$ cat config.mk
export PLATFORM = sky130hd
export DESIGN_NAME = instr_encoder
export DESIGN_NICKNAME = d
export VERILOG_FILES = /design/src/rtl/instr_encoder_pkg.sv /design/src/rtl/instr_encoder_pack.sv /design/src/rtl/instr_encoder.sv
export SDC_FILE = /design/constraint.sdc
export NUM_CORES = 1
export LEC_CHECK = 0
export CORE_ASPECT_RATIO = 2
export CORE_UTILIZATION = 40
export DETAILED_ROUTE_END_ITERATION = 7
export PLACE_DENSITY_LB_ADDON = 0.1
export SYNTH_ARGS = -nofsm -noshare
export SYNTH_HDL_FRONTEND = slang
export SYNTH_HIERARCHICAL = 1
export SYNTH_SLANG_ARGS = --single-unit
$ cat constraint.sdc
create_clock -name clk -period 6.6 [get_ports clk]
set_input_delay 1.32 -clock clk [delete_from_list [all_inputs] [get_ports clk]]
set_output_delay 1.32 -clock clk [all_outputs]
set_load 0.02 [all_outputs]
$ cat src/rtl/instr_encoder_pkg.sv
// Shared encoding constants for the instruction encoder: op classes,
// opcode/funct fields, immediate range limits and the field bundle type.
package instr_encoder_pkg;

  typedef enum logic [2:0] {
    OP_ADD  = 3'd0,
    OP_ADDI = 3'd1,
    OP_LW   = 3'd2,
    OP_SW   = 3'd3,
    OP_JALR = 3'd4,
    OP_BGE  = 3'd5,
    OP_JAL  = 3'd6,
    OP_NOP  = 3'd7
  } op_e;

  typedef enum logic {
    ST_EMPTY = 1'b0,
    ST_HOLD  = 1'b1
  } state_e;

  // Major opcodes as the core's decoder expects them
  localparam logic [6:0] OPC_OP    = 7'b0110011;
  localparam logic [6:0] OPC_OPIMM = 7'b0010011;
  localparam logic [6:0] OPC_LOAD  = 7'b0000011;
  localparam logic [6:0] OPC_STORE = 7'b0100011;
  localparam logic [6:0] OPC_JALR  = 7'b1100111;
  // BGE shares the JALR major opcode on this core; funct3 tells them apart
  localparam logic [6:0] OPC_BGE   = 7'b1100111;
  localparam logic [6:0] OPC_JAL   = 7'b1101111;

  localparam logic [2:0] F3_ADD  = 3'b000;
  localparam logic [2:0] F3_WORD = 3'b010;
  localparam logic [2:0] F3_JALR = 3'b000;
  localparam logic [2:0] F3_BGE  = 3'b101;
  localparam logic [6:0] F7_ADD  = 7'b0000000;

  localparam logic [31:0] NOP_WORD = 32'h0000_0013;

  // Immediate limits (byte offsets)
  localparam int IMM_I_MIN  = -2048;
  localparam int IMM_I_MAX  = 2047;
  localparam int IMM_SB_MIN = -4096;
  localparam int IMM_SB_MAX = 4094;
  localparam logic [31:0] IMM_JAL_MAX = 32'h001F_FFFE;

  typedef struct packed {
    op_e         op;
    logic [4:0]  rd;
    logic [4:0]  rs1;
    logic [4:0]  rs2;
    logic [31:0] imm;
  } fields_t;

endpackage

$ cat src/rtl/instr_encoder_pack.sv
// Combinational packer: decoded fields -> 32-bit instruction word plus a
// flag saying whether the immediate fits the format of the op class.
module instr_encoder_pack
  import instr_encoder_pkg::*;
(
  input  fields_t     fld,
  output logic [31:0] word,
  output logic        imm_ok
);

  logic signed [31:0] simm;
  logic               i_fits;
  logic               sb_fits;
  logic               jal_fits;

  assign simm = $signed(fld.imm);

  // Range checks for each immediate format
  always_comb begin
    i_fits   = (simm >= IMM_I_MIN) && (simm <= IMM_I_MAX);
    sb_fits  = (simm >= IMM_SB_MIN) && (simm <= IMM_SB_MAX) && !fld.imm[0];
    // JAL immediate is zero-extended, so an unsigned compare also rejects negatives
    jal_fits = (fld.imm <= IMM_JAL_MAX) && !fld.imm[0];
  end

  // Field packing per op class; fields the format has no slot for never reach the word
  always_comb begin
    word   = NOP_WORD;
    imm_ok = 1'b1;
    unique case (fld.op)
      OP_ADD: begin
        word = {F7_ADD, fld.rs2, fld.rs1, F3_ADD, fld.rd, OPC_OP};
      end
      OP_ADDI: begin
        word   = {fld.imm[11:0], fld.rs1, F3_ADD, fld.rd, OPC_OPIMM};
        imm_ok = i_fits;
      end
      OP_LW: begin
        word   = {fld.imm[11:0], fld.rs1, F3_WORD, fld.rd, OPC_LOAD};
        imm_ok = i_fits;
      end
      OP_SW: begin
        word   = {fld.imm[11:5], fld.rs2, fld.rs1, F3_WORD, fld.imm[4:0], OPC_STORE};
        imm_ok = i_fits;
      end
      OP_JALR: begin
        word   = {fld.imm[11:0], fld.rs1, F3_JALR, fld.rd, OPC_JALR};
        imm_ok = i_fits;
      end
      OP_BGE: begin
        word   = {fld.imm[12], fld.imm[10:5], fld.rs2, fld.rs1, F3_BGE,
                  fld.imm[4:1], fld.imm[11], OPC_BGE};
        imm_ok = sb_fits;
      end
      OP_JAL: begin
        word   = {fld.imm[20], fld.imm[10:1], fld.imm[11], fld.imm[19:12], fld.rd, OPC_JAL};
        imm_ok = jal_fits;
      end
      default: begin
        word   = NOP_WORD;
        imm_ok = 1'b1;
      end
    endcase
  end

endmodule

$ cat src/rtl/instr_encoder.sv
// Instruction encoder top: valid/ready field input, one-deep output register
// (EMPTY/HOLD), sequential word addresses, emitted-word count, sticky err.
module instr_encoder
  import instr_encoder_pkg::*;
#(
  parameter int ADDR_W = 10,
  parameter int DEPTH  = 1024
) (
  input  logic              clk,
  input  logic              rst_n,
  input  logic              clear,
  input  logic              in_valid,
  output logic              in_ready,
  input  logic [2:0]        in_op,
  input  logic [4:0]        in_rd,
  input  logic [4:0]        in_rs1,
  input  logic [4:0]        in_rs2,
  input  logic [31:0]       in_imm,
  output logic              out_valid,
  input  logic              out_ready,
  output logic [ADDR_W-1:0] out_addr,
  output logic [31:0]       out_word,
  output logic [ADDR_W:0]   count,
  output logic              full,
  output logic              err
);

  fields_t            fld;
  logic [31:0]        pack_word;
  logic               pack_ok;

  state_e             state_q, state_d;
  logic [31:0]        word_q, word_d;
  logic [ADDR_W-1:0]  addr_q, addr_d;
  logic [ADDR_W:0]    count_q, count_d;
  logic               err_q, err_d;

  logic               accept;
  logic               load;
  logic               emit;
  logic               full_next_slot;
  logic [ADDR_W+1:0]  slots_used;

  assign fld = '{op: op_e'(in_op), rd: in_rd, rs1: in_rs1, rs2: in_rs2, imm: in_imm};

  instr_encoder_pack u_pack (
    .fld    (fld),
    .word   (pack_word),
    .imm_ok (pack_ok)
  );

  // Slot accounting: a held word already claims one of the DEPTH slots
  always_comb begin
    slots_used     = {1'b0, count_q} + (ADDR_W+2)'(out_valid);
    full_next_slot = (slots_used == (ADDR_W+2)'(DEPTH));
    full           = (count_q == (ADDR_W+1)'(DEPTH));
  end

  // Output decode of the FSM plus the input handshake
  always_comb begin
    out_valid = (state_q == ST_HOLD);
    in_ready  = !clear && !full_next_slot && (!out_valid || out_ready);
  end

  // Transfer qualifiers; clear suppresses emission of the pending word
  always_comb begin
    accept = in_valid && in_ready;
    load   = accept && pack_ok;
    emit   = out_valid && out_ready && !clear;
  end

  // Next-state: a new word keeps HOLD even when the old one leaves this cycle
  always_comb begin
    state_d = state_q;
    if (clear)     state_d = ST_EMPTY;
    else if (load) state_d = ST_HOLD;
    else if (emit) state_d = ST_EMPTY;
  end

  // FSM state register
  always_ff @(posedge clk or negedge rst_n) begin
    if (!rst_n) state_q <= ST_EMPTY;
    else        state_q <= state_d;
  end

  // Datapath next values: word, address (saturating), count, sticky err
  always_comb begin
    word_d  = word_q;
    addr_d  = addr_q;
    count_d = count_q;
    err_d   = err_q;
    if (clear) begin
      word_d  = '0;
      addr_d  = '0;
      count_d = '0;
      err_d   = 1'b0;
    end else begin
      if (load) word_d = pack_word;
      if (emit) begin
        count_d = count_q + 1'b1;
        addr_d  = (&addr_q) ? addr_q : addr_q + 1'b1;
      end
      if (accept && !pack_ok) err_d = 1'b1;
    end
  end

  // Datapath registers
  always_ff @(posedge clk or negedge rst_n) begin
    if (!rst_n) begin
      word_q  <= '0;
      addr_q  <= '0;
      count_q <= '0;
      err_q   <= 1'b0;
    end else begin
      word_q  <= word_d;
      addr_q  <= addr_d;
      count_q <= count_d;
      err_q   <= err_d;
    end
  end

  assign out_word = word_q;
  assign out_addr = addr_q;
  assign count    = count_q;
  assign err      = err_q;

endmodule

; Word-level counts from Yosys, hierarchy flattened
; Index checks and enable logic that the tools add are counted.
[classes]
n_mux = 14
eq_ne = 9
reduce_logical = 25
n_lt_le_gt_ge = 5
n_addsub = 3
[ops]
columns = operator, n
row1 = $pmux 32 s7, 1
row2 = $mux 32, 2
row3 = $ge 32x12->1 const B, 1
row4 = $ge 32x13->1 const B, 1
row5 = $le 32x12->1 const B, 1
row6 = $le 32x13->1 const B, 1
row7 = $le 32x21->1 const B, 1
row8 = $mux 10, 3
row9 = $mux 11, 2
row10 = $add 11x1->12, 1
row11 = $eq 12x11->1 const B, 1
row12 = $add 11x1->11 const B, 1
row13 = $eq 11x11->1 const B, 1
row14 = $logic_and 1x1->1, 11
row15 = $add 10x1->10 const B, 1
row16 = $reduce_and 10->1, 1
row17 = $eq 3x3->1 const B, 3
row18 = $eq 3x2->1 const B, 2
row19 = $reduce_bool 2->1, 3
row20 = $logic_not 1->1, 5
row21 = $mux 1, 5
row22 = $reduce_or 4->1, 1
row23 = $eq 3x1->1 const B, 1
row24 = $logic_not 3->1, 1
row25 = other kinds (5), 5
[word_totals]
out_inout_bits = 57
in_bits = 55
word_cells = 61
register_bits = 55

; Logic depth before layout (Yosys ltp)
; Gate-level depths: netlist of the first run.
[logic_depth]
word_depth = 9
mapped_depth = 10
ltp_nobuf = 8

; By module
; Netlist of the first run, hierarchy kept.
[modules_own_cells]
columns = mod, cells_each, seq_area_each_um2, instances, area_each_um2
row1 = instr_encoder, 303, 1376.3, 1, 2921.6
row2 = instr_encoder_pack, 135, 0.0, 1, 800.8

; Least setup slack after synthesis of the first run
; No wires, ideal clock.
[synth_timing]
kind = reg2out
start = reg count_q[0] (netlist: count[0])
end = out in_ready
arrival_ps = 2377
path_stages_with_launch = 10
slack_ps = 2903
required_time_ps = 5280
cell_sequence = dfrtp_1 > ha_1 > ha_1 > inv_1 > a2111o_1 > a21oi_2 > nor4_2 > buf_6 > buf_2 > nor3_1
[synth_between]
elab_chain_cells = 5
[synth_rtl]
columns = item, line_no
row1 = from (decl), instr_encoder.sv:35  ; logic [ADDR_W:0] count_q, count_d;
row2 = from (signal assigned), instr_encoder.sv:117  ; count_q <= count_d;
row3 = $add 11x1->12, instr_encoder.sv:54  ; slots_used = {1'b0, count_q} + (ADDR_W+2)'(out_valid);
row4 = $eq 12x11->1, instr_encoder.sv:55  ; full_next_slot = (slots_used == (ADDR_W+2)'(DEPTH));
row5 = $logic_not 1->1, instr_encoder.sv:62  ; in_ready = !clear && !full_next_slot && (!out_valid || out_ready);
row6 = $logic_and 1x1->1 (2 in series), instr_encoder.sv:62
row7 = to (decl), instr_encoder.sv:13  ; output logic in_ready,
; No other way between the ends.

; Worst setup path in the final report of the first run
[layout_timing]
start = in in_op[1]
end = reg word_q[0] (netlist: out_word[0])
[layout_between]
elab_chain_cells = 5
elab_cells_between_ends = 10
[layout_rtl]
columns = item, line_no
row1 = from (decl), instr_encoder.sv:14  ; input logic [2:0] in_op,
row2 = $eq 3x1->1 (tied with other cells), instr_encoder_pack.sv:30  ; unique case (fld.op)
row3 = $reduce_or 4->1 (no source line), --
row4 = $pmux 1 s3 (*), instr_encoder_pack.sv:30
row5 = net pack_ok, instr_encoder.sv:30  ; logic pack_ok;
row6 = $logic_and 1x1->1 (*), instr_encoder.sv:68  ; load = accept && pack_ok;
row7 = $reduce_bool 2->1 (no source line) (*), --
row8 = to (signal assigned), instr_encoder.sv:115  ; word_q <= word_d;
row9 = to (decl), instr_encoder.sv:33  ; logic [31:0] word_q, word_d;
; The timed path passes the listed nets; every way through them passes the cells marked *.
; A chain may end at the register's enable or synchronous reset.

==> out/metrics.cfg, run 1 <==
[outcome]
status = finished, final reports clean

[detailed_routing]
drt_iter0_markers = 192
drc_errors = 0
first_pass_iters = 4
routed_via_density = 5.679
drtAntennaViolNets = 0
vias = 3561
finalWirelength_um = 9845
routedWlPerCell_um = 15.70

[synthesis]
syn_area_per_cell_sq_um = 8.498
ys.flop_type = dfrtp_1
yosys.area.top_type = dfrtp_1
async_flop_share = 1.000
ys_ff_latch = 55
synth_edf_count = 0
yosys.cell_types.count = 54
netlist_instances = 438
seq_area_frac_synth = 0.3697
synthTopCellsByArea = dfrtp_1, o21ai_0, or3b_1
yosys_warnings = 6
synth_top_area_share = 0.3697
syn_area_sq_um = 3722

[global_routing]
grt_pass1_wl_um = 16290
grt_pass1_vias = 3416
busiest_layer = met2
grt_antenna_before_repair = 0
grt_util_met3 = 0.02114
grt_use_total = 0.2055
grt-ovfl-total = 0
grt_use_met2 = 0.3801
met1_usage = 0.2302
grt_start_max_net_pins = 66

[worst_setup_path]
start_kind = primary input
worstSetupStartpoint = in_op[1]
regToRegEndpoint = out_word[26]
cp_data_required_time_ps = 6810
rr_startpoint = count[0]
r2r_setup_slack_ps = 3780
critPathMaxFanout = 64
endpoint = out_word[0]
critical_path_class = primary input to flop
r2r_cells = 9
arrival_ps = 5140
cp-end-kind = flop

[layout]
seq_area_sq_um = 1376
fin_nets = 585
drive_gt1_frac = 0.06095
multi_input_area_sq_um = 2125
num_antenna_cells = 0
area_growth_pct = 32.64
layout.cells.most_common_list = clkdlybuf4s50_1, o21ai_0, dfrtp_1
n_fill_cell = 868
final_common_cell = clkdlybuf4s50_1

[clocking]
clkTransAtPathRegs_ps = 70
post_cts_resized = 0
cts_setup_buffers = 0
hold_buffers = 0
cts.sinks = 55
cts_made_buffers = 5
clk_latency_ps = 290
clockRootBuffer = clkbuf_16
clk_path_buf_depth = 2
htree_num_levels = 2
cts_tree = done

[sta]
period_needed_ps = 4926
rsz0062_at_grt = false
tns_ps = 0
slew_headroom = 0.3752
skew_ps = 6.505
report.final.setup_viol = 0
drv_slew = 0
final_hold_viol_count = 0
fin_ws_ps = 1674
fmax_ghz = 0.2030
finalCritPeriodShare = 0.7464
worst_pin_slew_ps = 934.3
hold_slack_ps = 535.3

[job]
maxCapViolations = 0

[min_path]
min_path_type = flop to flop

[die]
row_count = 49
dieWidth_um = 70.21
io_pins = 112
die_y_um = 138.4
initial_utilization = 0.4130
dieArea_sq_um = 9719
core-area_sq_um = 9012

[power]
power_per_cell_area_nw_per_um2 = 156.3
power.total_w = 0.0007719
ir_drop_v = 0.00008707
p_leak_nw = 1.922

[place]
hpwlAfterDp_um = 7298
post-place-ws_ps = 1391
place.gp.congestion = 0.8879
numPortBuffers = 111

[worst min path at each step]
stage / from / end / slack, ps / cells past startpoint
after floorplan: err / err / 600 / 2
after global placement: err / err / 500 / 2
after detailed placement: err / err / 510 / 2
after CTS: err / err / 530 / 2
after global routing: err / err / 550 / 2
final: err / err / 540 / 2
[routing by layer]
layer  wire length, um  share of wire  up-vias
met3               356          0.036       16
met1              3782           0.38     1666
met2              5440           0.55      124
met5                 0              0        -
met4               267          0.027        0
li1                  -              -     1755
[sequential cells by signal, indices dropped and copies added, names as in the netlist]
register,count
err,1
out_valid,1
count,11
out_word,32
out_addr,10
[power breakdown]
group	switching (W)	total (W)	internal, W	leakage [nW]
Clock	0.000124	0.000265	0.000141	0.0740
Sequential	0.00000657	0.000353	0.000346	0.760
Combinational	0.0000784	0.000155	0.0000762	1.09
Total	0.000209	0.000772	0.000563	1.92
[cell usage after synthesis (all sizes together) (5+ instances only)]
library cell,instances
nand4,14
xnor2,7
nand3,12
nor2b,7
mux2i,6
or3b,32
and3,8
nor2,30
ha,6
or3,6
o21ai,56
nor4,9
nand2,31
inv,8
xor2,11
dfrtp,55
buf,16
clkbuf,21
a22o,5
a21oi,46
nand2b,7
nor3,8
[cells by family (layout without fill, tap and decap cells)]
logic type	count (synthesis)	after routing	share of synthesized area
buffers and inverters	46	132	0.06420
muxes	10	10	0.02824
and+or+nand+nor	170	170	0.2669
adders and majority gates	6	6	0.02017
DFF	55	55	0.3697
AOI/OAI and AO/OA	132	132	0.2074
xor gates and xnor gates	18	18	0.04235
other	1	2	0.001007
[metrics by stage]
step | cells | area, sq um | util
after floorplan | 439 | 3726 | -
after global placement | 619 | 4793 | 0.5319
after detailed placement | 619 | 4793 | 0.5319
after CTS | 627 | 4937 | 0.5478
after global routing | 627 | 4937 | 0.5478
final | 627 | 4937 | 0.5478
[worst max-delay path: stages]
cell and delay [ps]:
clkdlybuf4s50_1 950, inv_1 270, o311ai_0 390, o41ai_1 140, o32ai_1 310, nand3_2 850, or3b_2 750, a21oi_1 150
[area by class of cell]
| class | instances | share of cell area |
|---|---|---|
| Sequential cell | 55 | 0.2788 |
| Inverter | 9 | 0.006842 |
| Multi-Input combinational cell | 338 | 0.4303 |
| Tap cell | 102 | 0.02585 |
| Timing Repair Buffer | 115 | 0.2291 |
| Clock buffer | 5 | 0.02534 |
| Clock inverter | 3 | 0.003801 |
Note: power is estimated with default switching activity, not from simulation.
==> inputs of run 2 (changes only) <==
- clock period: 6.6 -> 4.8 ns (I/O delays scaled with it)
==> run 2 against run 1 <==
Compared with the run above:
- via count up 0.48%
- global-route usage rose by 0.41 points
- core utilization is 0.50 points higher
- sequential cell count unchanged
- worst hold slack got worse by 24 ps
- combinational power grew 39%
- routed wire length grew 1.1%
- setup slack worse by 790 ps
- sequential power is 37% higher
- register-to-register slack got worse by 1800 ps
- final cell count rose by 0.48%
- largest cell class unchanged
==> out/metrics.cfg, run 2 (synthesis results as in run 1) <==
[global_routing]
grt_use_total = 0.2096  ; was 0.2055
grt-ovfl-total = 0  ; unchanged
grt_start_max_net_pins = 65  ; was 66
grt_pass1_wl_um = 16620  ; was 16290 um
grt_pass1_vias = 3483  ; was 3416
grt_antenna_before_repair = 0  ; unchanged

[power]
p_leak_nw = 1.943  ; was 1.922 nW
ir_drop_v = 0.0001325  ; was 0.00008707 V
power_per_cell_area_nw_per_um2 = 221.6  ; was 156.3 nW/um^2
power.total_w = 0.001104  ; was 0.0007719 W

[clocking]
clkTransAtPathRegs_ps = 70  ; about the same
cts_tree = done  ; unchanged
clk_path_buf_depth = 2  ; unchanged
cts.sinks = 55  ; unchanged
cts_setup_buffers = 0  ; unchanged
htree_num_levels = 2  ; unchanged
hold_buffers = 0  ; unchanged
post_cts_resized = 0  ; unchanged
cts_made_buffers = 5  ; unchanged
clk_latency_ps = 290  ; about the same
clockRootBuffer = clkbuf_16  ; unchanged

[layout]
drive_gt1_frac = 0.06439  ; was 0.06095
seq_area_sq_um = 1376  ; unchanged
multi_input_area_sq_um = 2125  ; unchanged
largest_reg_flops = 32  ; unchanged
num_antenna_cells = 0  ; unchanged
area_growth_pct = 33.85  ; was 32.64%
layout.cells.most_common_list = clkdlybuf4s50_1, o21ai_0, dfrtp_1  ; unchanged
n_fill_cell = 870  ; was 868
final_common_cell = clkdlybuf4s50_1  ; unchanged
fin_nets = 589  ; was 585
final_core_utilization = 0.5528  ; was 0.5478

[min_path]
hold_end = err  ; unchanged
hold_start = err  ; unchanged
min_path_type = flop to flop  ; unchanged
min_delay_path_depth = 2  ; unchanged

[worst_setup_path]
critical_path_class = flop to output pin  ; was primary input to flop
cp-end-kind = output pin  ; was flop
start_kind = flop  ; was primary input
r2r_cells = 9  ; unchanged
r2r_setup_slack_ps = 1940  ; was 3780 ps
rr_startpoint = out_valid  ; was count[0]
cp_data_required_time_ps = 3840  ; was 6810 ps
critPathMaxFanout = 6  ; was 64
regToRegEndpoint = out_word[5]  ; was out_word[26]
arrival_ps = 2960  ; was 5140 ps

[detailed_routing]
vias = 3578  ; was 3561
first_pass_iters = 4  ; unchanged
routed_via_density = 5.679  ; about the same
finalWirelength_um = 9951  ; was 9845 um
routedWlPerCell_um = 15.80  ; was 15.70 um
drc_errors = 0  ; unchanged
drtAntennaViolNets = 0  ; unchanged
drt_iter0_markers = 177  ; was 192

[die]
dieWidth_um = 70.21  ; unchanged
die_y_um = 138.4  ; unchanged
core-area_sq_um = 9012  ; unchanged
row_count = 49  ; unchanged
io_pins = 112  ; unchanged
initial_utilization = 0.4130  ; unchanged
dieArea_sq_um = 9719  ; unchanged

[sta]
slew_headroom = 0.5314  ; was 0.3752
tns_ps = 0  ; unchanged
rsz0062_at_grt = false  ; unchanged
report.final.setup_viol = 0  ; unchanged
fmax_ghz = 0.2553
skew_ps = 3.288  ; was 6.505 ps
finalCritPeriodShare = 0.8159
drv_slew = 0  ; unchanged
period_needed_ps = 3916
worst_pin_slew_ps = 696.5  ; was 934.3 ps
final_hold_viol_count = 0  ; unchanged

[outcome]
status = finished, final reports clean  ; unchanged

[place]
hpwlAfterDp_um = 7482  ; was 7298 um
place.gp.congestion = 0.8866  ; was 0.8879
numPortBuffers = 111  ; unchanged

[job]
maxCapViolations = 0  ; unchanged

## run 2: cell count changes in the layout (fill, tap and decap cells not counted)
cell	before	now
clkbuf_1	0	1
buf_4	4	8
inv_6	1	0
bufinv_16	0	1
clkinv_2	2	0
## run 2: layer usage
metal,vias to the layer above,wire [um],global-route usage
met5,-,0,0
met3,21,335,0.01968
li1,1758,-,-
met2,107,5584,0.3882
met4,0,363,0.1095
met1,1692,3668,0.2294
## run 2: critical path: stages, from the launching register on
cell             delay [ps]
dfrtp_1                 460
ha_1                    280
ha_1                    240
inv_1                    50
a2111o_1                370
a21oi_2                 220
nor4_4                   80
nor3_1                  280
clkdlybuf4s50_1         670
## run 2: how the worst max path moves through the flow
stage / start / to / slack (ps) / cells past startpoint
floorplan: count[0] / in_ready / 1460 / 9
global placement: in_imm[31] / out_word[1] / 1000 / 10
detailed placement: in_imm[31] / out_word[1] / 910 / 10
CTS: count[0] / in_ready / 810 / 8
global route: out_valid / in_ready / 690 / 8
finish: count[0] / in_ready / 880 / 8
## run 2: final cells by class
type,instances,share of cell area
inverters,9,0.006781
flip-flops and latches,55,0.2762
clock inverters,1,0.006027
multi-input cells,338,0.4264
clock buffers,6,0.02587
well taps,102,0.02562
repair buffers,119,0.2330
## run 2: report_power, final
group	switching, W	total [W]	leakage (nW)	internal [W]
combinational	0.000108	0.000215	1.11	0.000107
clock	0.000160	0.000404	0.0769	0.000244
sequential	0.00000929	0.000485	0.760	0.000476
total	0.000277	0.00110	1.94	0.000827
## run 2: stage by stage
step	area, sq um	setup slack (ps)	std cells	hold WS (ps)
4_1_cts	4982	812.8	630	524.5
5_1_grt	4982	691.5	630	547.0
3_3_place_gp	4823	1003	623	501.7
3_5_place_dp	4823	907.7	623	509.0
6_report	4982	883.8	630	511.4
2_1_floorplan	3726	1463	439	599.0
